==> src/rtl/i2s_line_in.sv <==
// I2S master receiver for the codec ADC path: derives mclk/sclk/lrclk from clk,
// captures 16-bit stereo pairs and tracks a windowed 4-bit peak level.
module i2s_line_in #(
  parameter int DATA_W      = 16,
  parameter int PEAK_FRAMES = 4096
) (
  input  logic              clk,
  input  logic              rst,
  input  logic              audio_sdout,
  output logic              audio_mclk,
  output logic              audio_lrclk,
  output logic              audio_sclk,
  output logic [DATA_W-1:0] left_sample,
  output logic [DATA_W-1:0] right_sample,
  output logic              sample_valid,
  output logic [3:0]        level
);

  localparam int         MAG_W     = DATA_W - 1;
  localparam int         FC_W      = $clog2(PEAK_FRAMES);
  localparam logic [4:0] LAST_SLOT = 5'(DATA_W);

  logic [9:0]        cnt;
  logic [4:0]        slot;
  logic              cap_edge;
  logic              in_data;
  logic [DATA_W-1:0] shreg;
  logic [DATA_W-1:0] left_hold;
  logic              word_done;
  logic              word_right;

  logic [MAG_W-1:0]  mag_l;
  logic [MAG_W-1:0]  mag_r;
  logic [MAG_W-1:0]  mag_max;
  logic [MAG_W-1:0]  peak_run;
  logic [MAG_W-1:0]  peak_next;
  logic [FC_W-1:0]   frame_cnt;

  // All three codec clocks are plain bits of the registered timebase.
  assign audio_mclk  = cnt[1];
  assign audio_sclk  = cnt[3];
  assign audio_lrclk = cnt[9];

  assign slot     = cnt[8:4];
  assign cap_edge = (cnt[3:0] == 4'd7);
  assign in_data  = (slot != 5'd0) && (slot <= LAST_SLOT);

  // NOTE: state registers use non-blocking assignments so every flop samples
  // the pre-edge values, regardless of statement order.
  always_ff @(posedge clk or negedge rst) begin
    if (!rst) begin
      cnt          <= '0;
      shreg        <= '0;
      left_hold    <= '0;
      word_done    <= 1'b0;
      word_right   <= 1'b0;
      left_sample  <= '0;
      right_sample <= '0;
      sample_valid <= 1'b0;
    end else begin
      cnt <= cnt + 10'd1;
      // Shift only inside data slots; slot 0 and trailing slots leave it held.
      if (cap_edge && in_data)
        shreg <= {shreg[DATA_W-2:0], audio_sdout};
      word_done  <= cap_edge && (slot == LAST_SLOT);
      word_right <= cnt[9];
      if (word_done && !word_right)
        left_hold <= shreg;
      sample_valid <= word_done && word_right;
      if (word_done && word_right) begin
        left_sample  <= left_hold;
        right_sample <= shreg;
      end
    end
  end

  // |x| in DATA_W-1 bits; the most negative code saturates to all ones.
  function automatic logic [MAG_W-1:0] magnitude(input logic [DATA_W-1:0] x);
    logic [DATA_W-1:0] neg;
    neg = -x;
    if (!x[DATA_W-1])
      return x[MAG_W-1:0];
    else if (neg[DATA_W-1])
      return '1;
    else
      return neg[MAG_W-1:0];
  endfunction

  // NOTE: every combinational output gets a value on every path, so no latch.
  always_comb begin
    mag_l     = magnitude(left_sample);
    mag_r     = magnitude(right_sample);
    mag_max   = (mag_l > mag_r) ? mag_l : mag_r;
    peak_next = (mag_max > peak_run) ? mag_max : peak_run;
  end

  always_ff @(posedge clk or negedge rst) begin
    if (!rst) begin
      peak_run  <= '0;
      frame_cnt <= '0;
      level     <= 4'd0;
    end else if (sample_valid) begin
      if (frame_cnt == FC_W'(PEAK_FRAMES - 1)) begin
        level     <= peak_next[MAG_W-1 -: 4];
        peak_run  <= '0;
        frame_cnt <= '0;
      end else begin
        peak_run  <= peak_next;
        frame_cnt <= frame_cnt + FC_W'(1);
      end
    end
  end

endmodule

==> config.mk <==
export PLATFORM = sky130hd
export DESIGN_NAME = i2s_line_in
export DESIGN_NICKNAME = d
export VERILOG_FILES = /design/src/rtl/i2s_line_in.sv
export SDC_FILE = /design/constraint.sdc
export NUM_CORES = 1
export LEC_CHECK = 0
export CAP_MARGIN = 20
export CORE_MARGIN = 3
export CORE_UTILIZATION = 55
export CTS_BUF_LIST = sky130_fd_sc_hd__clkbuf_16
export DETAILED_ROUTE_END_ITERATION = 10
export PLACE_DENSITY = 0.74
export REMOVE_ABC_BUFFERS = 1
export SLEW_MARGIN = 40
export SYNTH_ARGS = -nofsm -noshare
export SYNTH_HDL_FRONTEND = slang
export SYNTH_SLANG_ARGS = --single-unit
==> constraint.sdc <==
create_clock -name clk -period 7 [get_ports clk]
set_clock_uncertainty 0.1 [all_clocks]
set_input_delay 1.4 -clock clk [delete_from_list [all_inputs] [get_ports clk]]
set_output_delay 1.4 -clock clk [all_outputs]
set_load 0.005 [all_outputs]
==> results by group <==
Status
  • Run status: complete, no violations

Floorplanning
  • Die W: 111 microns
  • FP Rows: 37
  • Die Y: 111 microns
  • Core Area: 10,500 sq um
  • Starting Density: 57.7%
  • Ports: 43
  • DIE AREA: 12,300 sq um

Finish
  • Final core utilization: 66.0%
  • Area grow syn2layout: 14.4%
  • Fill cells: 831
  • Nets@finish: 660
  • ANT cells: 0
  • Layout cells sized above 1: 16.4%
  • Cell Count, Final, Fillers Out: 763

GRT
  • Grt peak-use layer: met2
  • Total global routing track utilization: 22.7%
  • Met2 Use GR: 37.6%
  • Met1 layer usage reported by global route: 29.8%
  • First-pass GRT wire length: 22.9 mm
  • Via count of the first global-routing pass: 4,618
  • Met3 GRT Util: 5.46%
  • Initial antenna violation count: 0
  • Largest net degree at the start of global routing: 41
  • Overflow after GRT: 0

Min path
  • Worst min-delay path class: reg -> reg

Synth
  • Avg Cell Area, Syn: 10.4 sq um
  • Adder-cell area share of the yosys netlist: 7.22%
  • Synthesized instance count: 581
  • Area of the mapped netlist: 6060 sq um
  • Synth warn: 0
  • Most used DFF post-synth: dfrtp_1
  • Simple-Gate Fraction of Synth Area: 14.2%
  • Synth Register Bits: 108
  • Yosys top cell by area: dfrtp_1
  • Top-area cell type share of the netlist area: 44.6%
  • Post-synthesis async set-or-reset flop share: 100%
  • Post-synthesis compound-gate area fraction: 12.6%
  • Largest family of logic cells by synthesized area: simple AND/OR/NAND/NOR gates
  • Count of unique library cells instantiated by Yosys: 64
  • Synth top area cells: dfrtp_1 45%, mux2_2 12%, ha_1 7.2%, inv_1 2.8%, nand2_1 2.4%
  • Seq/Total Area, Yosys: 44.6%
  • Synth Area in XOR/XNOR: 3.32%
  • Mux cell area share after synthesis: 13.4%
  • Post-synth EDFFs: 0

Route
  • Via density: 6.01
  • Wire per inst: 17.6 microns
  • First-pass detailed-route iteration total: 6
  • Number of DRC markers in iteration 0: 330
  • Vias: 4,582
  • Post-route ant nets: 0
  • Wirelength, routed: 13.4 mm
  • DRC: 0

Power and ir drop
  • Pleak: 3.38 nW
  • Worst VDD drop: 207 uV
  • Total Power: 1.15 mW
  • Power Dens Cells: 165 nW/um^2

Clock tree
  • # hold bufs at CTS: 0
  • CTS tree: yes
  • Worst-Skew Late Latency: 350 ps
  • Cts repair resizes: 0
  • Num CTS Buffers: 9
  • Post-CTS Repair Setup Buffers: 0
  • CTS H-tree depth: 3
  • Clk pin slew, worst setup/hold paths: 70 ps
  • Root Buffer Master: clkbuf_16
  • Clock sinks: 108
  • Clock buffer depth: 2

Run
  • Count of max-cap constraint violations: 0

STA
  • Fmax: 162 MHz
  • Final period utilization: 88.2%
  • Final hold slack: 332 ps
  • Max Slew Vio Count: 0
  • RSZ-0062 raised after global routing: no
  • Setup TNS: 0 ps
  • Final hold violations: 0
  • Slew HR: 52.9%
  • Worst-Margin Slew: 706 ps
  • Period minus WS final: 6170 ps
  • Final Setup Violations: 0

Placement
  • Detailed Place HPWL: 9.92 mm
  • Routability cong.: 0.883
  • Port Buf Inserts: 42
  • Placed cell count: 747

Critical path
  • Worst setup SP type: flop
  • Worst setup EP type: flop
  • Worst Path Arrival: 6350 ps
  • Max FO, Critical Path: 16
  • Crit path required time: 7180 ps
  • Worst Path Class, Setup: reg -> reg
## per-stage QoR
stage | worst slack, ps | area (sq um)
after global routing | 463 | 6940
after detailed placement | 756 | 6640
after global placement | 969 | 6600
final | 828 | 6940
after floorplan | 1250 | 5950
after CTS | 700 | 6930
## cells in the final DEF, fill, tap and decap left out, drive strengths merged, types with 9 or more instances in the layout
cell type        n
nor2            27
mux2i            9
xnor2           14
xor2             9
ha              35
buf             10
or3             10
clkbuf           9
dfrtp          108
clkdlybuf4s50   41
mux2            64
nand3           18
a21oi           18
o21ai           29
nand2           38
inv             47
nand4           14
a22o            14
nor3            17
## cells by family (layout without fill, tap and decap cells)
kind of cell / after synthesis / count (layout)
compound gates: 111 / 111
xor+xnor: 23 / 23
fa+ha+maj: 35 / 35
buf+inv: 67 / 113
flops: 108 / 108
mux: 73 / 73
simple gates: 164 / 164
## where the power goes
group	total [mW]	switching (mW)	internal (mW)
clock network	0.506	0.226	0.279
registers	0.625	0.000633	0.624
logic	0.0164	0.0124	0.00393
total	1.15	0.240	0.907
## cells in the mapped netlist, types with 4 or more instances
cell	number
nand3_1	18
nand4_1	14
a21o_1	6
nand2_1	38
xor2_1	9
o21ai_0	26
xnor2_1	14
a21oi_1	18
ha_1	35
inv_1	45
a22o_1	13
dfrtp_1	108
or3_1	9
buf_2	4
o22ai_1	5
and3_1	4
nor2_1	27
clkbuf_1	12
mux2i_1	9
and2_1	6
mux2_2	64
nor3_1	17
nand2b_1	4
nor4_1	5
## final timing paths
path                                           end  slack [ps]  cells past startpoint                        start
min reg2reg                   word_right$_DFF_PN0_         330                      0             cnt[9]$_DFF_PN0_
max in group asynchronous         cnt[5]$_DFF_PN0_        4900                      4                          rst
max                        peak_run[1]$_DFFE_PN0P_         830                     19  right_sample[0]$_DFFE_PN0P_
max reg2reg                peak_run[1]$_DFFE_PN0P_         830                     19  right_sample[0]$_DFFE_PN0P_
min                           word_right$_DFF_PN0_         330                      0             cnt[9]$_DFF_PN0_
min in group asynchronous  peak_run[1]$_DFFE_PN0P_         910                      1                          rst
## worst max-delay path, stage by stage, from the launching register on
cell      delay (ps)
dfrtp_1          410
inv_1             90
ha_1             260
or4b_2           610
nor4_1           290
mux2_2           370
o21ai_1          140
ha_1             310
and4_1           220
a221oi_1         350
a21o_1           610
mux2_2           440
ha_1             310
a21o_1           160
a221o_1          330
a22oi_1          250
a31oi_1          250
o21ai_1          200
buf_4            230
a22o_1           160
## flip-flops by register name, summed over array words and instances (netlist names)
name	flops
left_hold	16
left_sample	16
right_sample	16
shreg	16
peak_run	15
frame_cnt	12
cnt	10
level	4
sample_valid	1
word_done	1
word_right	1
## final cells by class
cell class	count	area, sq um	share of cell area [%]
multi-input combinational	406	3080	44.4
sequential	108	2700	39.0
timing repair buffer	51	510	7.36
clock buffer	9	225	3.25
inverter	46	173	2.49
tap	136	170	2.45
clock inverter	7	72.6	1.05
## per-layer routing
metal	wire, microns	share of wire (%)
met2	6630	49
met1	6000	45
met4	140	1.0
met3	649	4.8
met5	0	0
No activity file was read; power rests on OpenSTA's default activity.
